--- config.mk ---
export PLATFORM = sky130hd
export DESIGN_NAME = demux5x32_buf
export DESIGN_NICKNAME = d
export VERILOG_FILES = /design/src/rtl/demux5x32_buf.sv
export SDC_FILE = /design/constraint.sdc
export NUM_CORES = 1
export LEC_CHECK = 0
export CAP_MARGIN = 20
export CORE_ASPECT_RATIO = 1.75
export CORE_MARGIN = 10
export CORE_UTILIZATION = 60
export DETAILED_ROUTE_END_ITERATION = 8
export DONT_BUFFER_PORTS = 1
export GPL_TIMING_DRIVEN = 1
export PLACE_DENSITY = 0.84
export SLEW_MARGIN = 10
export SYNTH_ARGS = -nofsm -noshare
export SYNTH_HDL_FRONTEND = slang
export SYNTH_SLANG_ARGS = --single-unit
--- constraint.sdc ---
create_clock -name Clk -period 5 [get_ports Clk]
set_clock_uncertainty 0.15 [all_clocks]
set_input_delay 0.75 -clock Clk [delete_from_list [all_inputs] [get_ports Clk]]
set_output_delay 0.75 -clock Clk [all_outputs]
set_load 0.005 [all_outputs]
--- src/rtl/demux5x32_buf.sv ---
// demux5x32_buf: buffered 1-to-5 word demultiplexer with single-entry holding registers per channel.
// Illegal selects are accepted and dropped, setting a sticky error flag and a saturating drop counter.
module demux5x32_buf #(
    parameter int WIDTH = 32,
    parameter int CNTW  = 8
) (
    input  logic             Clk,
    input  logic             Rst,
    input  logic             In_Valid,
    output logic             In_Ready,
    input  logic [WIDTH-1:0] D,
    input  logic [2:0]       S,
    output logic [WIDTH-1:0] Y0,
    output logic [WIDTH-1:0] Y1,
    output logic [WIDTH-1:0] Y2,
    output logic [WIDTH-1:0] Y3,
    output logic [WIDTH-1:0] Y4,
    output logic             V0,
    output logic             V1,
    output logic             V2,
    output logic             V3,
    output logic             V4,
    input  logic             R0,
    input  logic             R1,
    input  logic             R2,
    input  logic             R3,
    input  logic             R4,
    output logic             Err,
    output logic [CNTW-1:0]  DropCnt
);
    logic [4:0]       v_q, v_d, rdy, fill;
    logic [WIDTH-1:0] y_q [5];
    logic [WIDTH-1:0] y_d [5];
    logic             err_q, err_d, legal, accept;
    logic [CNTW-1:0]  cnt_q, cnt_d;
    logic [2:0]       ch;

    assign rdy = {R4, R3, R2, R1, R0};

    // Selects 011 and 100 share channel 3 to match the datapath mux encoding.
    always_comb begin
        legal    = S <= 3'd5;
        ch       = (S == 3'd5) ? 3'd4 : (S == 3'd4) ? 3'd3 : legal ? S : 3'd0;
        In_Ready = legal ? (~v_q[ch] | rdy[ch]) : 1'b1;
        accept   = In_Valid & In_Ready;
        err_d    = err_q | (accept & ~legal);
        cnt_d    = (accept && !legal && cnt_q != '1) ? cnt_q + 1'b1 : cnt_q;
        for (int k = 0; k < 5; k++) begin
            fill[k] = accept & legal & (ch == 3'(k));
            v_d[k]  = fill[k] | (v_q[k] & ~rdy[k]);
            y_d[k]  = fill[k] ? D : y_q[k];
        end
    end

    always_ff @(posedge Clk) begin
        if (Rst) begin
            v_q   <= '0;
            err_q <= 1'b0;
            cnt_q <= '0;
            for (int k = 0; k < 5; k++) y_q[k] <= '0;
        end else begin
            v_q   <= v_d;
            err_q <= err_d;
            cnt_q <= cnt_d;
            for (int k = 0; k < 5; k++) y_q[k] <= y_d[k];
        end
    end

    assign {V4, V3, V2, V1, V0} = v_q;
    assign Y0      = y_q[0];
    assign Y1      = y_q[1];
    assign Y2      = y_q[2];
    assign Y3      = y_q[3];
    assign Y4      = y_q[4];
    assign Err     = err_q;
    assign DropCnt = cnt_q;
endmodule
Word level (Yosys, flattened, before mapping)

Memory sizes are Yosys's and may differ from the RTL's.
Cells that the tools add are included.

$add $sub $neg: 1
Reductions and logical operators: 4
Bitwise gates (word level): 32
Equal/unequal tests: 7
Mux-type cells: 21
Magnitude comparators: 2

Operators by type and width:

| cell                                                  | count |
|---|---|
| two-way mux 32 bit                                    | 10 |
| AND 1 bit                                             | 13 |
| bitwise OR 1 bit                                      | 12 |
| equality test 3 bit, second input constant            | 3 |
| two-way mux 3 bit                                     | 3 |
| adder 8 x 1 -> 8 bit, second input constant           | 1 |
| inequality test 8 bit, second input constant          | 1 |
| inverter 1 bit                                        | 7 |
| binary-select mux 1 bit (select 3 bit)                | 2 |
| equality test 3 x 2 -> 1 bit, second input constant   | 2 |
| two-way mux 1 bit                                     | 6 |
| < comparator 3 x 4 -> 1 bit, second input constant    | 1 |
| equality test 3 x 1 -> 1 bit, second input constant   | 1 |
| less-or-equal comparator 3 bit, second input constant | 1 |
| logical NOT 3 bit                                     | 1 |
| logical AND 1 bit                                     | 2 |
| logical NOT 1 bit                                     | 1 |

RAM bits: 160
Memories kept: 1
Register bits: 14
Output and inout port bits: 175
Logic and storage cells: 71

Memory list:

| memory | words | bits a word | rd ports | clocked after memory_dff | write ports | line | text |
|---|---|---|---|---|---|---|---|
| y_q    | 5     | 32          | 5        | 0                        | 5           | 32   | `logic [WIDTH-1:0] y_q [5];` |

Depth between registers and ports, before layout

Gate-level depths: netlist (run 1).

Word-level depth: 14
Gate-level depth with buffers: 9
Depth with buffers taken out: 6

Worst setup path after synthesis (run 1)

No wires, ideal clock.

Path kind: input to output
Start: input port S[2]
End: output port In_Ready
Path buffers: 2
Data required time: 4.100 ns
Path slack: 2.319 ns
Cell stages on the path: 7
Arrival: 1.781 ns
Path through: buf_2 -> or2b_1 -> o21a_1 -> a32o_1 -> buf_6 -> a21oi_1 -> nor2_1

Longest elaborated chain between the ends: 9
Elaborated cells on any way between the ends: 13

RTL lines:

| item                                    | line | text |
|---|---|---|
| from (decl)                             | 12   | `input logic [2:0] S,` |
| less-or-equal comparator 3 bit          | 42   | `legal = S <= 3'd5;` |
| two-way mux 3 bit (3 in series)         | 43   | `ch = (S == 3'd5) ? 3'd4 : (S == 3'd4) ? 3'd3 : legal ? S : 3'd0;` |
| binary-select mux 1 bit (select 3 bit)  | 44   | `In_Ready = legal ? (~v_q[ch] \| rdy[ch]) : 1'b1;` |
| two-way mux 1 bit (implied by the code) | 44   |  |
| inverter 1 bit                          | 44   |  |
| bitwise OR 1 bit                        | 44   |  |
| two-way mux 1 bit *                     | 44   |  |
| to (decl)                               | 10   | `output logic In_Ready,` |

Mark *: on every way between the ends. The rest lies on a longest branch, timed or not. The select of a mux whose other input is x is not followed.

==> results.json, run 1 <==
{
  "synth_area_mm2": 0.00687,
  "synthesis.nets": 719,
  "antenna_found_initial": 0,
  "slew_headroom_pct": 33.4,
  "grt_pass1_vias": 4707,
  "dr.pass1.iters": 5,
  "vias": 4511,
  "critPathKind": "input pin to flip-flop",
  "clkLatencyLatePin_ns": 0.42,
  "htree_levels": 4,
  "drt_iter0_markers": 167,
  "layout_commonest_cell": "dfxtp_1",
  "grt_setup_unrepaired": "false",
  "reg2reg_slack_ns": 2.43,
  "ys_seq_area_share_pct": 50.7,
  "layout_common_cells": "dfxtp_1, nand2b_1, mux2i_1, nand2_1, a21oi_1",
  "worstMarginPinSlew_ns": 0.997,
  "design_area_mm2": 0.00740,
  "fin_crit_sh_pct": 55.0,
  "synth_edf_count": 0,
  "viasPerCell": 5.66,
  "outcome": "finished clean",
  "total_power_mw": 2.82,
  "finalWirelength_um": 17400,
  "clk_pin_slew_ns": 0.06,
  "cts_resized": 0,
  "power.density_mw_per_mm2": 381,
  "place.gp.congestion": 0.807,
  "dieArea_mm2": 0.0163,
  "port_buffers": 0,
  "die_width_um": 101,
  "r2r_cells": 5,
  "crit_required_ns": 5.16,
  "post_route_cells_drive_above_1_share_pct": 6.32,
  "async_flop_share_pct": 0,
  "min_path_cells": 1,
  "vdd_drop_max_mv": 0.315,
  "grt_max_degree": 207,
  "wire_per_inst_um": 21.9,
  "crit_path_max_fanout": 27,
  "grtUsageTotal_pct": 20.9,
  "ctsLongestPathBuffers": 2,
  "synthCells": 675,
  "arrival_ns": 2.91,
  "numCtsBuffers": 17,
  "finalHoldViolCount": 0,
  "period_needed_ns": 2.75,
  "start_kind": "input pin",
  "fin_cells": 797,
  "maxSlewViolCount": 0,
  "nets": 696,
  "synthDistinctLibCells": 36,
  "clockRootBuffer": "clkbuf_16",
  "die_height_um": 162,
  "hold_class": "input pin to flip-flop",
  "hpwlAfterDp_um": 12500,
  "rows": 51,
  "diodes": 0,
  "end_kind": "flip-flop",
  "initial_core_util_pct": 61.5,
  "synthToLayoutAreaGrowth_pct": 7.74,
  "fmax_mhz": 363,
  "cts_tree": "yes",
  "leakagePower_nw": 3.16,
  "grt_pass1_wl_um": 27000,
  "setup_viol": 0,
  "placed_area_mm2": 0.00683,
  "ys_warn_count": 0,
  "grt-ovfl-total": 0,
  "design.core.area_mm2": 0.0112,
  "post-route-drc-count": 0,
  "synth.avg_cell_area_um2": 10.2,
  "postCtsSetupBuffers": 0,
  "io_pins": 218,
  "dp_cells": 765,
  "final_antenna_net_count": 0,
  "whs_ns": 0.264,
  "synth_ff_type": "dfxtp_1",
  "hold_buffers": 0,
  "setup_tns_ns": 0,
  "cts_num_sinks": 174,
  "cap_violations": 0,
  "synth_seq_cells": 174
}
## kinds of logic after synthesis
| family | Yosys count | synth area share [%] |
|---|---|---|
| mux | 129 | 18.8 |
| fa+ha+maj | 1 | 0.182 |
| compound gates | 50 | 4.14 |
| flops | 174 | 50.7 |
| buf+inv | 48 | 3.70 |
| xor+xnor | 6 | 0.765 |
| simple gates | 267 | 21.7 |
## layout make-up
class                      count  area, um2
tap                          132        165
clock buffer                  17        425
fill                         865       3770
multi-input combinational    453       3140
sequential                   174       3480
timing repair buffer           4       30.0
clock inverter                15        144
inverter                       2       7.51
## sequential cells by signal (all words and copies together), names as in the netlist
signal and count:
v_q 5, y_q 160, Err 1, DropCnt 8
## worst paths after layout
path / startpoint / endpoint
setup / recovery: S[1] / y_q[0][74]
hold / removal: Rst / y_q[0][139]
setup reg to reg: v_q[0] / y_q[0][74]
hold reg to reg: y_q[0][136] / y_q[0][136]
## Yosys cell counts, drive strengths merged (2+ instances only)
cell type | n | share of area (%)
dfxtp | 174 | 51
nand2b | 164 | 15
mux2i | 129 | 19
nand2 | 67 | 3.7
a21oi | 40 | 2.9
clkbuf | 31 | 1.7
buf | 15 | 1.9
nor2 | 13 | 0.71
nand3 | 5 | 0.44
and3 | 4 | 0.44
xor2 | 4 | 0.51
nand4 | 3 | 0.27
and4 | 2 | 0.26
inv | 2 | 0.11
nor2b | 2 | 0.18
nor3b | 2 | 0.29
o21ai | 2 | 0.15
o21bai | 2 | 0.22
xnor2 | 2 | 0.26
## per-layer routing
layer / global-route usage (%) / wire [um]
met4: 9.68 / 457
met1: 20.2 / 5750
met2: 36.2 / 9200
met5: 0 / 0
met3: 9.57 / 2030
## power breakdown
group	leakage (nW)	internal [mW]	total, mW	switching, mW
Clock	0.277	0.662	1.25	0.590
Sequential	1.41	1.42	1.45	0.0300
Combinational	1.48	0.0575	0.116	0.0589
## worst max-delay path: stages
cell      delay, ns
nor3b_2        0.33
o21bai_1       0.17
a32o_1         0.36
nand3_2        0.84
mux2i_1        0.45
## metrics by stage
step,setup WS (ns),util (%)
2_1_floorplan,2.32,-
3_3_place_gp,2.03,61.2
3_5_place_dp,1.85,61.2
4_1_cts,2.26,66.3
5_1_grt,2.11,66.3
6_report,2.25,66.3
Power figures use the tool's default switching activity.
==> run 2, diff against run 1 <==
--- a/config.mk
+++ b/config.mk
@@ -8,11 +8,11 @@
 export CAP_MARGIN = 20
 export CORE_ASPECT_RATIO = 1.75
 export CORE_MARGIN = 10
-export CORE_UTILIZATION = 60
+export CORE_UTILIZATION = 57
 export DETAILED_ROUTE_END_ITERATION = 8
 export DONT_BUFFER_PORTS = 1
 export GPL_TIMING_DRIVEN = 1
-export PLACE_DENSITY = 0.84
+export PLACE_DENSITY = 0.83
 export SLEW_MARGIN = 10
 export SYNTH_ARGS = -nofsm -noshare
 export SYNTH_HDL_FRONTEND = slang
==> constraint.sdc (replaced) <==
create_clock -name Clk -period 2.53 [get_ports Clk]
set_clock_uncertainty 0.15 [all_clocks]
set_input_delay 0.3795 -clock Clk [delete_from_list [all_inputs] [get_ports Clk]]
set_output_delay 0.3795 -clock Clk [all_outputs]
set_load 0.005 [all_outputs]
==> run 2 against run 1 <==
Compared with the run above:
- setup slack worse by 2.0 ns
- global-route usage is 0.89 points higher
- register-to-register slack worse by 1.9 ns
- via count is 8.4% higher
- power is 100% higher
- sequential power is 97% higher
==> results.json, run 2 (synthesized netlist as in run 1, its figures left out) <==
{
  "outcome": "finished clean",
  "dr.pass1.iters": 7,
  "start_kind": "flip-flop",
  "antenna_found_initial": 0,
  "fin_cells": 843,
  "setup_viol": 0,
  "hold_class": "input pin to flip-flop",
  "grt_setup_unrepaired": "false",
  "ctsLongestPathBuffers": 2,
  "reg2reg_slack_ns": 0.50,
  "setup_tns_ns": 0,
  "largest_reg_flops": 160,
  "finalWirelength_um": 19000,
  "postCtsSetupBuffers": 0,
  "design.core.area_mm2": 0.0119,
  "die_width_um": 103,
  "wire_per_inst_um": 22.5,
  "cts_num_sinks": 174,
  "layout_common_cells": "dfxtp_1, nand2b_1, mux2i_1, nand2_1, a21oi_1",
  "crit_required_ns": 2.00,
  "clk_pin_slew_ns": 0.07,
  "grt_pass1_vias": 5177,
  "r2r_end": "y_q[0][7]",
  "dp_cells": 775,
  "crit_path_max_fanout": 7,
  "regMostFlops": "y_q",
  "vdd_drop_max_mv": 0.426,
  "layout_commonest_cell": "dfxtp_1",
  "post-route-drc-count": 0,
  "grt-ovfl-total": 0,
  "grtUsageTotal_pct": 21.8,
  "arrival_ns": 1.78,
  "viasPerCell": 5.80,
  "period_needed_ns": 2.31,
  "htree_levels": 4,
  "clockRootBuffer": "clkbuf_16",
  "post_route_cells_drive_above_1_share_pct": 6.80,
  "final_antenna_net_count": 0,
  "worstMarginPinSlew_ns": 0.449,
  "place.gp.congestion": 0.798,
  "grt_pass1_wl_um": 28600,
  "nets": 737,
  "critPathKind": "flip-flop to primary output",
  "diodes": 0,
  "cts_tree": "yes",
  "power.density_mw_per_mm2": 720,
  "io_pins": 218,
  "grt_max_degree": 159,
  "finalWorstSetupSlack_ns": 0.223,
  "fin_crit_sh_pct": 91.2,
  "leakagePower_nw": 3.38,
  "total_power_mw": 5.67,
  "min_path_cells": 2,
  "numCtsBuffers": 17,
  "die_height_um": 165,
  "design_area_mm2": 0.00787,
  "fmax_mhz": 433,
  "placed_area_mm2": 0.00692,
  "r2r-start": "v_q[1]",
  "rows": 53,
  "dp_slack_ns": 0.318,
  "hpwlAfterDp_um": 12700,
  "port_buffers": 0,
  "whs_ns": 0.0361,
  "final_core_util_pct": 65.9,
  "vias": 4890,
  "drt_iter0_markers": 302,
  "r2r_cells": 6,
  "initial_core_util_pct": 57.5,
  "synthToLayoutAreaGrowth_pct": 14.5,
  "holdPathEnd": "y_q[0][70]",
  "hp-start": "Rst",
  "end_kind": "primary output",
  "cap_violations": 0,
  "clkLatencyLatePin_ns": 0.41,
  "maxSlewViolCount": 0,
  "slew_headroom_pct": 70.1,
  "dieArea_mm2": 0.0170,
  "finalHoldViolCount": 0
}
## run 2: changes by cell type in the layout (fill, tap and decap cells not counted)
cell | previous run | this run
dlygate4sd3_1 | 0 | 35
clkinv_4 | 0 | 1
buf_4 | 4 | 5
clkinvlp_4 | 2 | 0
inv_6 | 6 | 7
buf_12 | 0 | 5
## run 2: repair_timing
action / in CTS / in global routing
endpoints found under the hold margin: 46 / 0
resized for setup: 0 / 0
hold buffers: 36 / 0
## run 2: worst max-delay path, stage by stage, from the launching register on
cell     delay (ns)
dfxtp_1        0.38
nor2b_1        0.23
o21ai_0        0.12
a32o_1         0.35
a21oi_1        0.19
nor2_1         0.08
## run 2: worst max-delay path by stage
stage | depth (start not counted) | end | from
after floorplan | 9 | v_q[1] | S[2]
after global placement | 6 | y_q[0][49] | S[1]
after detailed placement | 6 | y_q[0][43] | S[1]
after CTS | 5 | In_Ready | v_q[0]
after global routing | 5 | In_Ready | v_q[1]
final | 5 | In_Ready | v_q[1]
## run 2: where the power goes
group	total [mW]	internal, mW	switching [mW]
logic	0.302	0.158	0.144
registers	2.86	2.80	0.0608
clock network	2.50	1.32	1.19
total	5.67	4.27	1.39
## run 2: area by class of cell
class / count / area [um2]
timing repair buffer: 45 / 488
inverter: 2 / 7.51
clock inverter: 15 / 146
clock buffer: 17 / 425
tap: 137 / 171
fill: 873 / 4070
sequential: 174 / 3480
multi-input combinational: 453 / 3140
## run 2: metal layers
layer / wire (um) / global-route usage, % / part of all wire (%)
met5: 0 / 0 / 0
met4: 904 / 13.2 / 4.8
met3: 1990 / 7.91 / 10
met2: 10100 / 38.1 / 53
met1: 6040 / 21.0 / 32
